**src/rtl/bram_drain_sched_pkg.sv**
```systemverilog
// Shared receiver definitions: drain FSM encoding, bank-full flag values and
// the default bank size, plus the capture-length clamp used when claiming.
package bram_drain_sched_pkg;

   typedef enum logic [2:0] {
      IDLE    = 3'd0,
      CLAIM   = 3'd1,
      READ    = 3'd2,
      FLUSH   = 3'd3,
      RELEASE = 3'd4
   } state_e;

   localparam logic [1:0] RDY_NONE = 2'b00;
   localparam logic [1:0] RDY_A    = 2'b01;
   localparam logic [1:0] RDY_AB   = 2'b11;

   localparam int BANK_DEPTH_DEF = 2048;

   // A capture can never be longer than the banks the controller marked full.
   function automatic logic [31:0] clamp_total(input logic [31:0] size,
                                               input logic [1:0]  rdy_flags,
                                               input int          bank_depth);
      logic [31:0] limit;
      limit = (rdy_flags == RDY_AB) ? 32'(2 * bank_depth) : 32'(bank_depth);
      return (size > limit) ? limit : size;
   endfunction

endpackage

```
**src/rtl/bram_drain_sched_fifo.sv**
```systemverilog
// First-word-fall-through synchronous FIFO; rd_data_o shows the head entry
// whenever empty_o is low and rd_en_i pops it.
module sync_fifo_fwft #(
   parameter int DATA_W = 33,
   parameter int DEPTH  = 4
) (
   input  logic                       clk,
   input  logic                       rst,
   input  logic                       wr_en_i,
   input  logic [DATA_W-1:0]          wr_data_i,
   input  logic                       rd_en_i,
   output logic [DATA_W-1:0]          rd_data_o,
   output logic [$clog2(DEPTH+1)-1:0] count_o,
   output logic                       empty_o,
   output logic                       full_o
);
   localparam int PTR_W = (DEPTH > 1) ? $clog2(DEPTH) : 1;
   localparam int CNT_W = $clog2(DEPTH + 1);

   logic [DATA_W-1:0] mem_q [DEPTH];
   logic [PTR_W-1:0]  wr_ptr_q, wr_ptr_d, rd_ptr_q, rd_ptr_d;
   logic [CNT_W-1:0]  count_q, count_d;
   logic              do_wr, do_rd;

   assign empty_o   = (count_q == '0);
   assign full_o    = (count_q == CNT_W'(DEPTH));
   assign count_o   = count_q;
   assign rd_data_o = mem_q[rd_ptr_q];
   assign do_wr     = wr_en_i & ~full_o;
   assign do_rd     = rd_en_i & ~empty_o;

   always_comb begin
      wr_ptr_d = wr_ptr_q;
      rd_ptr_d = rd_ptr_q;
      count_d  = count_q;
      if (do_wr) wr_ptr_d = (wr_ptr_q == PTR_W'(DEPTH - 1)) ? '0 : wr_ptr_q + PTR_W'(1);
      if (do_rd) rd_ptr_d = (rd_ptr_q == PTR_W'(DEPTH - 1)) ? '0 : rd_ptr_q + PTR_W'(1);
      if (do_wr && !do_rd)      count_d = count_q + CNT_W'(1);
      else if (!do_wr && do_rd) count_d = count_q - CNT_W'(1);
   end

   always_ff @(posedge clk) begin
      if (rst) begin
         wr_ptr_q <= '0;
         rd_ptr_q <= '0;
         count_q  <= '0;
      end else begin
         wr_ptr_q <= wr_ptr_d;
         rd_ptr_q <= rd_ptr_d;
         count_q  <= count_d;
      end
   end

   always_ff @(posedge clk) begin
      if (do_wr) mem_q[wr_ptr_q] <= wr_data_i;
   end

endmodule

```
**src/rtl/bram_drain_sched.sv**
```systemverilog
// Drains a finished ping-pong capture (bank A then bank B) onto a stream
// master, holding bank ownership through rdy_w until the tlast word leaves.
module bram_drain_sched
   import bram_drain_sched_pkg::*;
#(
   parameter int DATA_W     = 32,
   parameter int BANK_DEPTH = BANK_DEPTH_DEF,
   parameter int RD_LAT     = 2,
   parameter int FIFO_DEPTH = 4
) (
   input  logic              clk,
   input  logic              rst,
   input  logic [1:0]        rdy,
   input  logic              cap_busy,
   input  logic [31:0]       size_data,
   output logic [1:0]        rdy_w,
   output logic              bram_en_a,
   output logic              bram_en_b,
   output logic [31:0]       bram_addr,
   input  logic [DATA_W-1:0] bram_dout_a,
   input  logic [DATA_W-1:0] bram_dout_b,
   output logic [DATA_W-1:0] m_tdata,
   output logic              m_tvalid,
   input  logic              m_tready,
   output logic              m_tlast,
   output logic              busy,
   output logic [15:0]       frame_cnt,
   output logic [2:0]        dbg_state
);
   localparam int CNT_W = $clog2(FIFO_DEPTH + 1);
   localparam int OCC_W = 8;

   state_e            state_q, state_d;
   logic [31:0]       total_q, total_d, idx_q, idx_d, claim_total;
   logic [1:0]        rdy_w_q, rdy_w_d;
   logic              busy_q, busy_d, armed_q, armed_d;
   logic [15:0]       frame_cnt_q, frame_cnt_d;
   logic [RD_LAT-1:0] sr_valid_q, sr_bank_b_q, sr_last_q;
   logic              issue, issue_last, issue_bank_b, last_beat;
   logic [OCC_W-1:0]  inflight, occupancy;
   logic [CNT_W-1:0]  fifo_count;
   logic              fifo_empty, fifo_full;
   logic [DATA_W:0]   fifo_wr_data, fifo_rd_data;

   assign claim_total = clamp_total(size_data, rdy, BANK_DEPTH);

   // Credit = FIFO slots not already promised to stored or in-flight words.
   always_comb begin
      inflight = '0;
      for (int k = 0; k < RD_LAT; k++) inflight = inflight + OCC_W'(sr_valid_q[k]);
      occupancy = inflight + OCC_W'(fifo_count);
   end

   always_ff @(posedge clk) begin
      if (rst) state_q <= IDLE;
      else     state_q <= state_d;
   end

   always_comb begin
      state_d = state_q;
      case (state_q)
         IDLE:    if (armed_q && !cap_busy && rdy != RDY_NONE) state_d = CLAIM;
         CLAIM:   state_d = (claim_total == '0) ? RELEASE : READ;
         READ:    if (issue && issue_last) state_d = FLUSH;
         FLUSH:   if (last_beat) state_d = RELEASE;
         RELEASE: state_d = IDLE;
         default: state_d = IDLE;
      endcase
   end

   always_comb begin
      issue        = 1'b0;
      issue_last   = 1'b0;
      issue_bank_b = 1'b0;
      bram_en_a    = 1'b0;
      bram_en_b    = 1'b0;
      bram_addr    = '0;
      if (state_q == READ && occupancy < OCC_W'(FIFO_DEPTH) && !fifo_full) begin
         issue      = 1'b1;
         issue_last = (idx_q == total_q - 32'd1);
         if (idx_q < 32'(BANK_DEPTH)) begin
            bram_en_a = 1'b1;
            bram_addr = idx_q << 2;
         end else begin
            bram_en_b    = 1'b1;
            issue_bank_b = 1'b1;
            bram_addr    = (idx_q - 32'(BANK_DEPTH)) << 2;
         end
      end
   end

   always_comb begin
      total_d     = total_q;
      idx_d       = idx_q;
      rdy_w_d     = rdy_w_q;
      busy_d      = busy_q;
      frame_cnt_d = frame_cnt_q;
      armed_d     = armed_q | cap_busy | (rdy == RDY_NONE);
      case (state_q)
         CLAIM: begin
            total_d = claim_total;
            idx_d   = '0;
            rdy_w_d = rdy;
            busy_d  = 1'b1;
            armed_d = 1'b0;
         end
         READ:    if (issue) idx_d = idx_q + 32'd1;
         RELEASE: begin
            rdy_w_d = RDY_NONE;
            busy_d  = 1'b0;
            if (total_q != '0) frame_cnt_d = frame_cnt_q + 16'd1;
         end
         default: ;
      endcase
   end

   // The delay line mirrors the BRAM pipeline so dout is sampled on its valid cycle.
   always_ff @(posedge clk) begin
      if (rst) begin
         total_q     <= '0;
         idx_q       <= '0;
         rdy_w_q     <= RDY_NONE;
         busy_q      <= 1'b0;
         armed_q     <= 1'b0;
         frame_cnt_q <= '0;
         sr_valid_q  <= '0;
         sr_bank_b_q <= '0;
         sr_last_q   <= '0;
      end else begin
         total_q     <= total_d;
         idx_q       <= idx_d;
         rdy_w_q     <= rdy_w_d;
         busy_q      <= busy_d;
         armed_q     <= armed_d;
         frame_cnt_q <= frame_cnt_d;
         sr_valid_q  <= (sr_valid_q << 1) | RD_LAT'(issue);
         sr_bank_b_q <= (sr_bank_b_q << 1) | RD_LAT'(issue_bank_b);
         sr_last_q   <= (sr_last_q << 1) | RD_LAT'(issue & issue_last);
      end
   end

   assign fifo_wr_data = {sr_last_q[RD_LAT-1],
                          sr_bank_b_q[RD_LAT-1] ? bram_dout_b : bram_dout_a};

   sync_fifo_fwft #(
      .DATA_W (DATA_W + 1),
      .DEPTH  (FIFO_DEPTH)
   ) u_fifo (
      .clk       (clk),
      .rst       (rst),
      .wr_en_i   (sr_valid_q[RD_LAT-1]),
      .wr_data_i (fifo_wr_data),
      .rd_en_i   (m_tready),
      .rd_data_o (fifo_rd_data),
      .count_o   (fifo_count),
      .empty_o   (fifo_empty),
      .full_o    (fifo_full)
   );

   assign m_tvalid  = ~fifo_empty;
   assign m_tdata   = fifo_rd_data[DATA_W-1:0];
   assign m_tlast   = fifo_rd_data[DATA_W] & ~fifo_empty;
   assign last_beat = m_tvalid & m_tready & m_tlast;
   assign rdy_w     = rdy_w_q;
   assign busy      = busy_q;
   assign frame_cnt = frame_cnt_q;
   assign dbg_state = state_q;

endmodule
```
**config.mk**
```make
export PLATFORM = sky130hd
export DESIGN_NAME = bram_drain_sched
export DESIGN_NICKNAME = d
export VERILOG_FILES = /design/src/rtl/bram_drain_sched_pkg.sv /design/src/rtl/bram_drain_sched_fifo.sv /design/src/rtl/bram_drain_sched.sv
export SDC_FILE = /design/constraint.sdc
export NUM_CORES = 1
export LEC_CHECK = 0
export ABC_AREA = 0
export ABC_CLOCK_PERIOD_IN_PS = 3350
export BUFFER_PORTS_ARGS = -buffer_cell sky130_fd_sc_hd__clkbuf_2
export CORE_ASPECT_RATIO = 0.9
export CORE_UTILIZATION = 56
export CTS_CLUSTER_SIZE = 30
export DETAILED_ROUTE_END_ITERATION = 6
export GPL_ROUTABILITY_DRIVEN = 0
export GPL_TIMING_DRIVEN = 0
export PLACE_DENSITY = 0.84
export REMOVE_ABC_BUFFERS = 1
export SYNTH_ARGS = -nofsm -noshare
export SYNTH_HDL_FRONTEND = slang
export SYNTH_SLANG_ARGS = --single-unit
```
**constraint.sdc**
```tcl
create_clock -name clk -period 3.35 [get_ports clk]
set_input_delay 0.67 -clock clk [delete_from_list [all_inputs] [get_ports clk]]
set_output_delay 0.67 -clock clk [all_outputs]
set_load 0.01 [all_outputs]
```
==> metrics.txt, run 1 <==
starting density of the core 0.574; Clk Latency, worst-skew pair 530 ps; CP Launch Type register; worst hold path class input port to register; main flop type after synthesis edfxtp_1; Worst EP required 2680 ps; hold violation count in the final report 0; CTS Buffer Depth 3; Final min period 3340 ps; hold_sp size_data[2]; CP startpoint idx_q[17]$_SDFFE_PP0P_; status complete, no violations; Vias 7704; pin slew with the least headroom to its limit 1350 ps; clk sinks 234; initial DRC count 559; peak supply drop 0.286 mV; hold_buf cts 0; Yosys warning total 0; Post-DP Area 12100 um2; wire length per cell 17.1 um; Layout fillers 1400; Final HPWL DP 15600 um; H-tree depth 1; Post-DRT Antenna Nets 0; final-report setup violation count 0; CP Class register to output port; vias per cell 5.61; vias in the first global route 7425; final instance area 13000 um2; Cells after Synth 933; max cap viols 0; Relative slew margins 0.0984; first-pass GRT wire length 37000 um; Tcrit/Tclk final 0.998; antenna violations before repair 0; Non-Filler Instances 1373; Worst-path clk slew 60 ps; cell area after synthesis 11100 um2; grt ovf 0; cts bufs inserted 24; Critical Path Fanout Max 4; Clock Skew 30.1 ps; DR pass1 iterations 5; core area 19300 um2; reg2reg start u_fifo.count_o[0]$_SDFFE_PP0P_; post-route setup slack 5.87 ps; P_leak 4.94 nW; Post-Place Setup Slack 255 ps; Inst Count DP 1322; final WL 23500 um; Die X 150 um; antenna cell count 0; Post-synth EDFFs 132; global-route total usage across every layer 0.232; hold slack 363 ps; Synth async-reset ratio 0; Cell Chain, Critical Path or4_4 > nor4_4 > nand4b_1 > o21ai_2 > nor3_2 > xnor2_1 > nor2_1 > buf_2; die height 135 um; largest net degree at the start of global routing 42; post-synthesis sequential area ratio 0.543; syn_area_per_cell 11.9 um2; CP max stage delay 550 ps; Crit-path slowest cell or4_4; Crit. End Element output port; RSZ-0062 raised after global routing true; Arr. time, crit path 2670 ps; Power per Cell Area 529 nW/um2; Cell variety after synth 72; Synth Register Bits 234; Max Fclk 0.299 GHz; CTS tree done; Power Total 6.90 mW; layout cells sized above 1 0.306; Port Buffer Count 189; I/O pin count 192; count of final max-slew check failures 0; Layout Nets 1222; Residual DRC 0; CTS root buf clkbuf_16; die area 20300 um2; Syn-to-layout area delta 17.9%; row count 48
[path summary, 6_finish.rpt]
kind	endpoint	slack (ps)	cells past startpoint
max	bram_addr[31]	6	8
min	total_q[2]$_SDFFE_PP0P_	360	3
max reg2reg	idx_q[28]$_SDFFE_PP0P_	460	8
min reg2reg	sr_last_q[1]$_SDFF_PP0_	440	1
[cell families (layout without fill, tap and decap cells)]
family	after synthesis	count (layout)	share of synthesized area
multiplexers	70	70	0.104
AO/OA/AOI/OAI	85	85	0.0532
AND/OR/NAND/NOR	353	353	0.174
other	1	2	0.000339
flip-flops	234	234	0.543
XOR/XNOR	101	101	0.0800
buffers and inverters	74	263	0.0276
adder cells (fa/ha/maj)	15	15	0.0176
[power by group]
| group | switching (mW) | leakage [nW] | internal (mW) |
|---|---|---|---|
| logic | 0.462 | 2.54 | 0.502 |
| clock network | 1.11 | 0.387 | 1.63 |
| registers | 0.118 | 2.01 | 3.07 |
[metal layers]
layer  track usage  wire length, um  up-vias
li1              -                -     3731
met1         0.292            10100     3692
met2         0.407            11600      230
met3        0.0337             1200       51
met4        0.0814              631        0
met5             0                0        -
[final cells by class]
class | count | area (um2) | area share
Clock buffer | 31 | 658 | 0.0504
Tap cell | 250 | 313 | 0.0240
Clock inverter | 13 | 169 | 0.0129
Inverter | 22 | 82.6 | 0.00633
Timing Repair Buffer | 197 | 1020 | 0.0781
Sequential cell | 234 | 6020 | 0.461
Multi-Input combinational cell | 626 | 4790 | 0.367
[metrics by stage]
step	setup TNS, ps	utilization
after detailed placement	0	0.629
after CTS	-138	0.675
after floorplan	0	-
final	0	0.677
after global placement	-3600	0.628
after global routing	-533	0.677
[synth_stat cells, types with 27 or more instances]
master	instances	area, um2
nand3_1	27	135
mux4_2	33	743
nand2_1	45	169
edfxtp_1	132	3960
dfxtp_1	102	2040
xnor2_1	56	490
and2_1	39	244
nor2_1	106	398
mux2_2	32	360
clkbuf_1	32	120
xor2_1	45	394
nor3_1	29	145
[repair_timing]
action	4_1_cts	5_1_grt
resized for setup	8	6
buffers inserted	4	3
setup endpoints to repair	19	20
pin swaps	6	7
[critical path, delay by kind of cell, from the launching register on]
| family | cells | cell delay (ps) |
|---|---|---|
| xor+xnor | 1 | 180 |
| compound gates | 1 | 340 |
| flops | 1 | 340 |
| buf+inv | 1 | 180 |
| simple gates | 5 | 1090 |
[sequential cells by signal, summed over array words and instances, names as in the netlist, named ones only]
| name | flops |
|---|---|
| sr_valid_q | 2 |
| u_fifo.wr_ptr_q | 2 |
| frame_cnt | 16 |
| sr_last_q | 2 |
| u_fifo.mem_q | 132 |
| u_fifo.rd_ptr_q | 2 |
| u_fifo.count_o | 3 |
| busy | 1 |
| sr_bank_b_q | 2 |
| armed_q | 1 |
| rdy_w | 2 |
| dbg_state | 3 |
| idx_q | 32 |
| total_q | 32 |
[cells in the final DEF, fill, tap and decap left out, drive strengths merged, types with 3 or more instances in the layout]
master / synthesis / layout
o21ai: 21 / 21
a31oi: 5 / 5
xor2: 45 / 45
a2111oi: 4 / 4
or3: 11 / 11
and3: 6 / 6
nor2: 106 / 106
nor4: 22 / 22
bufinv: 0 / 3
nand3b: 7 / 7
mux4: 33 / 33
buf: 19 / 11
or4: 5 / 5
clkinv: 0 / 3
clkinvlp: 0 / 6
clkbuf: 33 / 217
mux2: 32 / 32
dfxtp: 102 / 102
inv: 22 / 23
nor3b: 3 / 3
edfxtp: 132 / 132
and2: 42 / 42
xnor2: 56 / 56
nand2b: 5 / 5
a21oi: 25 / 25
mux2i: 5 / 5
nand4: 17 / 17
nor2b: 9 / 9
ha: 14 / 14
nor4b: 3 / 3
nor3: 29 / 29
a22o: 7 / 7
nand2: 46 / 46
or2: 3 / 3
a211oi: 3 / 3
and4: 5 / 5
nand3: 30 / 30
Note: power is estimated with default switching activity, not from simulation.
==> run 2: changes to the inputs <==
--- a/config.mk
+++ b/config.mk
@@ -16,6 +16,7 @@
 export GPL_TIMING_DRIVEN = 0
 export PLACE_DENSITY = 0.84
 export REMOVE_ABC_BUFFERS = 1
+export SETUP_SLACK_MARGIN = 0.2
 export SYNTH_ARGS = -nofsm -noshare
 export SYNTH_HDL_FRONTEND = slang
 export SYNTH_SLANG_ARGS = --single-unit
==> run 2 against run 1 <==
First-iteration DRC count is 7.2% lower; highest routed layer unchanged; setup slack gained 4.3 ps; die area did not move; routed wire length increased by 0.95%; clock-buffer cell count unchanged; non-clock buffer count did not move; sequential cell count unchanged; maximum frequency is 0.13% higher; sequential power about the same; critical path depth grew 1; design area increased by 0.25%; critical endpoint unchanged; core utilization increased by 0.17 points.
==> metrics.txt, run 2 (same netlist as run 1, synthesis figures left out) <==
CP startpoint idx_q[17]$_SDFFE_PP0P_; wire length per cell 17.3 um; Residual DRC 0; Tcrit/Tclk final 0.997; CP Class register to output port; Largest regs u_fifo.mem_q (132), idx_q (32), total_q (32); Post-DRT Antenna Nets 0; worst min-delay path endpoint total_q[5]$_SDFFE_PP0P_; clock group share of total power 0.398; vias per cell 5.64; largest net degree at the start of global routing 42; Fin Setup TNS 0 ps; max cap viols 0; antenna violations before repair 0; H-tree depth 1; die height 135 um; Bufs and invs on worst path 2; layout cells sized above 1 0.310; Clk Latency, worst-skew pair 530 ps; Comb power frac 0.140; FF+latch area 6020 um2; Layout Nets 1222; commonest non-fill, non-tap cell in the layout clkbuf_2; Clock Skew 30.4 ps; clk sinks 234; Worst-path clk slew 70 ps; initial DRC count 519; hold depth 3; P_leak 4.95 nW; hold slack 364 ps; core area 19300 um2; Die X 150 um; CTS Buffer Depth 3; max FFs per register 132; CTS tree done; pin slew with the least headroom to its limit 1330 ps; hold_sp size_data[5]; starting density of the core 0.574; Critical Path Fanout Max 4; Worst path top cell family by delay simple AND/OR/NAND/NOR gates; Layout fillers 1395; Sw Pwr 1.70 mW; commonest non-fill, non-tap cells in the layout clkbuf_2, edfxtp_1, nor2_1; status complete, no violations; Biggest register u_fifo.mem_q; I/O pin count 192; Int Pwr 5.21 mW; Crit-path slowest cell or4_4; final instance area 13100 um2; Relative slew margins 0.112; grt ovf 0; Power Total 6.91 mW; vias in the first global route 7434; first-pass GRT wire length 37000 um; hold_buf cts 0; reg-to-reg endpoint idx_q[28]$_SDFFE_PP0P_; FF-to-FF path depth 8; CP max stage delay 550 ps; Post-DP Area 12100 um2; CTS root buf clkbuf_16; Worst EP required 2680 ps; Final HPWL DP 15600 um; Multi-input gate area 4820 um2; RSZ-0062 raised after global routing true; Sw Ratio 0.246; reg2reg start u_fifo.count_o[0]$_SDFFE_PP0P_; global-route total usage across every layer 0.232; antenna cell count 0; Syn-to-layout area delta 18.2%; worst hold path class input port to register; Cell Chain, Critical Path or4_4 > nor4_4 > buf_4 > nor3b_4 > nand2_1 > nor3_2 > xnor2_1 > nor2_1 > buf_2; peak supply drop 0.286 mV; DR pass1 iterations 5; die area 20300 um2; cts bufs inserted 24; Vias 7750; Port Buffer Count 189; r2r setup slk 550 ps; Max Fclk 0.299 GHz; hold violation count in the final report 0; Final min period 3340 ps; Non-Filler Instances 1373; Crit. End Element output port; Arr. time, crit path 2670 ps; CP Launch Type register; count of final max-slew check failures 0; final-report setup violation count 0; Inst Count DP 1322; row count 48; final WL 23800 um; Power per Cell Area 528 nW/um2; sequential share of power 0.462
==> run 2: cell types whose count changed in the layout (fill, tap and decap cells not counted), moves of 2 or more <==
cell | before | now
buf_2 | 3 | 11
clkbuf_2 | 187 | 179
nand2_1 | 45 | 43
nand2_2 | 1 | 3
xnor2_1 | 56 | 54
xnor2_2 | 0 | 2
==> run 2: metal layers <==
layer	vias up	part of all wire	GRT usage
met5	-	0	0
met4	0	0.026	0.0814
met3	48	0.057	0.0337
met2	258	0.50	0.408
met1	3709	0.42	0.291
li1	3735	-	-
==> run 2: worst max-delay path by stage <==
| stage | end | depth (start not counted) |
|---|---|---|
| global placement | m_tlast | 3 |
| detailed placement | bram_addr[31] | 8 |
| finish | bram_addr[31] | 9 |
| CTS | bram_addr[21] | 8 |
| global route | bram_addr[31] | 9 |
| floorplan | m_tlast | 2 |
==> run 2: layout make-up <==
type	count	share of cell area
Sequential cell	234	0.460
Timing Repair Buffer	197	0.0779
Inverter	22	0.00631
Tap cell	250	0.0239
Multi-Input combinational cell	626	0.369
Clock buffer	31	0.0503
Clock inverter	13	0.0129
==> run 2: through the flow <==
step	setup WS, ps	util
global placement	-303	0.628
CTS	-41.3	0.675
finish	10.2	0.678
floorplan	342	-
detailed placement	255	0.629
global route	-104	0.678
==> run 2: worst min-delay path, stage by stage <==
cell      delay (ps)
clkbuf_2          90
nand2_1           50
o21ai_0           60
==> run 2: power groups by stage <==
stage          clock network [mW]  registers [mW]  logic, mW
6_report                     2.75            3.19      0.966
5_1_grt                      2.89            3.21       1.06
4_1_cts                      2.80            3.20      0.979
3_5_place_dp                    0            3.26      0.969
3_3_place_gp                    0            3.32      0.876
2_1_floorplan                   0            3.27      0.577
==> run 2: repair_timing <==
action | 4_1_cts | 5_1_grt
endpoints found under the hold margin | 0 | 0
pin swaps | 6 | 7
buffers inserted | 4 | 3
resized for setup | 8 | 20
endpoints found under the setup margin | 21 | 27
==> run 3: changes to the inputs <==
--- a/config.mk
+++ b/config.mk
@@ -8,7 +8,6 @@
 export ABC_AREA = 0
 export ABC_CLOCK_PERIOD_IN_PS = 3350
 export BUFFER_PORTS_ARGS = -buffer_cell sky130_fd_sc_hd__clkbuf_2
-export CORE_ASPECT_RATIO = 0.9
 export CORE_UTILIZATION = 56
 export CTS_CLUSTER_SIZE = 30
 export DETAILED_ROUTE_END_ITERATION = 6
==> run 3 against run 2 <==
Maximum frequency rose by 0.34%; non-clock buffer count fell by 1; clock skew down 19 ps; largest cell class unchanged; sequential share of layout area grew 0.15 points; critical path type unchanged; sequential cell count unchanged; first-iteration DRC count fell by 8.1%; setup slack better by 11 ps; routed wire length decreased by 4.0%; register-to-register slack worse by 60 ps.
==> metrics.txt, run 3 (same netlist as run 1, synthesis figures left out) <==
Max Fclk 0.300 GHz; row count 51; cts bufs inserted 24; Post-DP Area 12200 um2; Vias 7728; CP Launch Type register; wire length per cell 16.5 um; initial DRC count 477; met3 usage 0.0326; commonest non-fill, non-tap cell in the layout clkbuf_2; antenna violations before repair 1; Arr. time, crit path 2660 ps; Post-DRT Antenna Nets 0; Crit. End Element output port; Layout Nets 1221; antenna cell count 0; Worst-path clk slew 60 ps; CP startpoint idx_q[17]$_SDFFE_PP0P_; grt ovf 0; Worst EP required 2680 ps; pin slew with the least headroom to its limit 1310 ps; Power Total 6.75 mW; largest net degree at the start of global routing 42; final WL 22800 um; Residual DRC 0; RSZ-0062 raised after global routing true; core area 19400 um2; P_leak 4.93 nW; first-pass GRT wire length 36200 um; starting density of the core 0.570; FF+latch area 6020 um2; post-route setup slack 21.4 ps; final instance area 13000 um2; max FFs per register 132; global-route total usage across every layer 0.225; max cap viols 0; hold_buf cts 0; M1 GR Usage 0.270; count of final max-slew check failures 0; Die X 143 um; Largest regs u_fifo.mem_q (132), idx_q (32), total_q (32); CTS Buffer Depth 3; Critical Path Fanout Max 5; CP Class register to output port; vias in the first global route 7295; clk sinks 234; die height 143 um; Final HPWL DP 15500 um; peak supply drop 0.313 mV; Post-Place Setup Slack 242 ps; die area 20300 um2; Layout fillers 1421; CTS tree done; Clk Latency, worst-skew pair 510 ps; Syn-to-layout area delta 17.8%; Biggest register u_fifo.mem_q; final-report setup violation count 0; Tcrit/Tclk final 0.994; vias per cell 5.57; Port Buffer Count 189; Relative slew margins 0.124; reg2reg start dbg_state[0]$_SDFFE_PP0P_; r2r setup slk 490 ps; Clock Skew 10.9 ps; hold_sp size_data[2]; worst hold path class input port to register; DR pass1 iterations 5; Power per Cell Area 518 nW/um2; layout cells sized above 1 0.306; hold violation count in the final report 0; CTS root buf clkbuf_16; commonest non-fill, non-tap cells in the layout clkbuf_2, edfxtp_1, nor2_1; H-tree depth 1; I/O pin count 192; met2 usage 0.417; status complete, no violations; Multi-input gate area 4810 um2; busiest grt layer met2; Final min period 3330 ps
## run 3: cell count changes in the layout (fill, tap and decap cells not counted), moves of 3 or more
cell        change
clkinvlp_4      -3
clkbuf_2        +4
clkinv_1        +3
buf_2           -3
## run 3: where the power goes
group	leakage [nW]	switching, mW	internal, mW	total, mW
clock network	0.377	1.06	1.53	2.59
logic	2.54	0.463	0.503	0.967
registers	2.01	0.118	3.08	3.19
total	4.93	1.64	5.11	6.75
## run 3: path summary, 6_finish.rpt
path                                to  depth (start not counted)
max reg2reg     idx_q[24]$_SDFFE_PP0P_                          7
min            total_q[2]$_SDFFE_PP0P_                          3
max                      bram_addr[31]                          9
min reg2reg  sr_bank_b_q[1]$_SDFF_PP0_                          1
## run 3: metrics by stage
stage | util | instances | TNS (ps) | hold slack [ps]
floorplan | - | 882 | 0 | 414
global placement | 0.625 | 1336 | -4710 | 431
detailed placement | 0.627 | 1337 | 0 | 433
CTS | 0.669 | 1385 | -31.7 | 368
global route | 0.672 | 1387 | -679 | 384
finish | 0.672 | 1387 | 0 | 383
## run 3: layout make-up
type / instances / area share
Sequential cell: 234 / 0.462
Multi-Input combinational cell: 626 / 0.369
Timing Repair Buffer: 196 / 0.0776
Clock buffer: 32 / 0.0501
Tap cell: 265 / 0.0254
Clock inverter: 12 / 0.00960
Inverter: 22 / 0.00634
## run 3: critical path, cell delays in order (launching register included)
cell and delay [ps]:
dfxtp_4 340, or4_4 550, nor4_4 190, buf_4 160
nor3b_4 270, nand2_1 120, nor3_2 140, xnor2_1 140
nor2_1 60, buf_2 170
## run 3: timing repair
action / CTS / global route
setup buffers: 4 / 2
pin swaps: 5 / 10
resized for setup: 9 / 16
endpoints found under the setup margin: 21 / 27
gates cloned: 0 / 0
## run 3: metal layers
layer | vias up | routed length, um | share of wire
li1 | 3724 | - | -
met1 | 3757 | 9530 | 0.42
met2 | 210 | 11700 | 0.51
met3 | 35 | 1150 | 0.051
met4 | 2 | 455 | 0.020
met5 | - | 13 | 0.00057
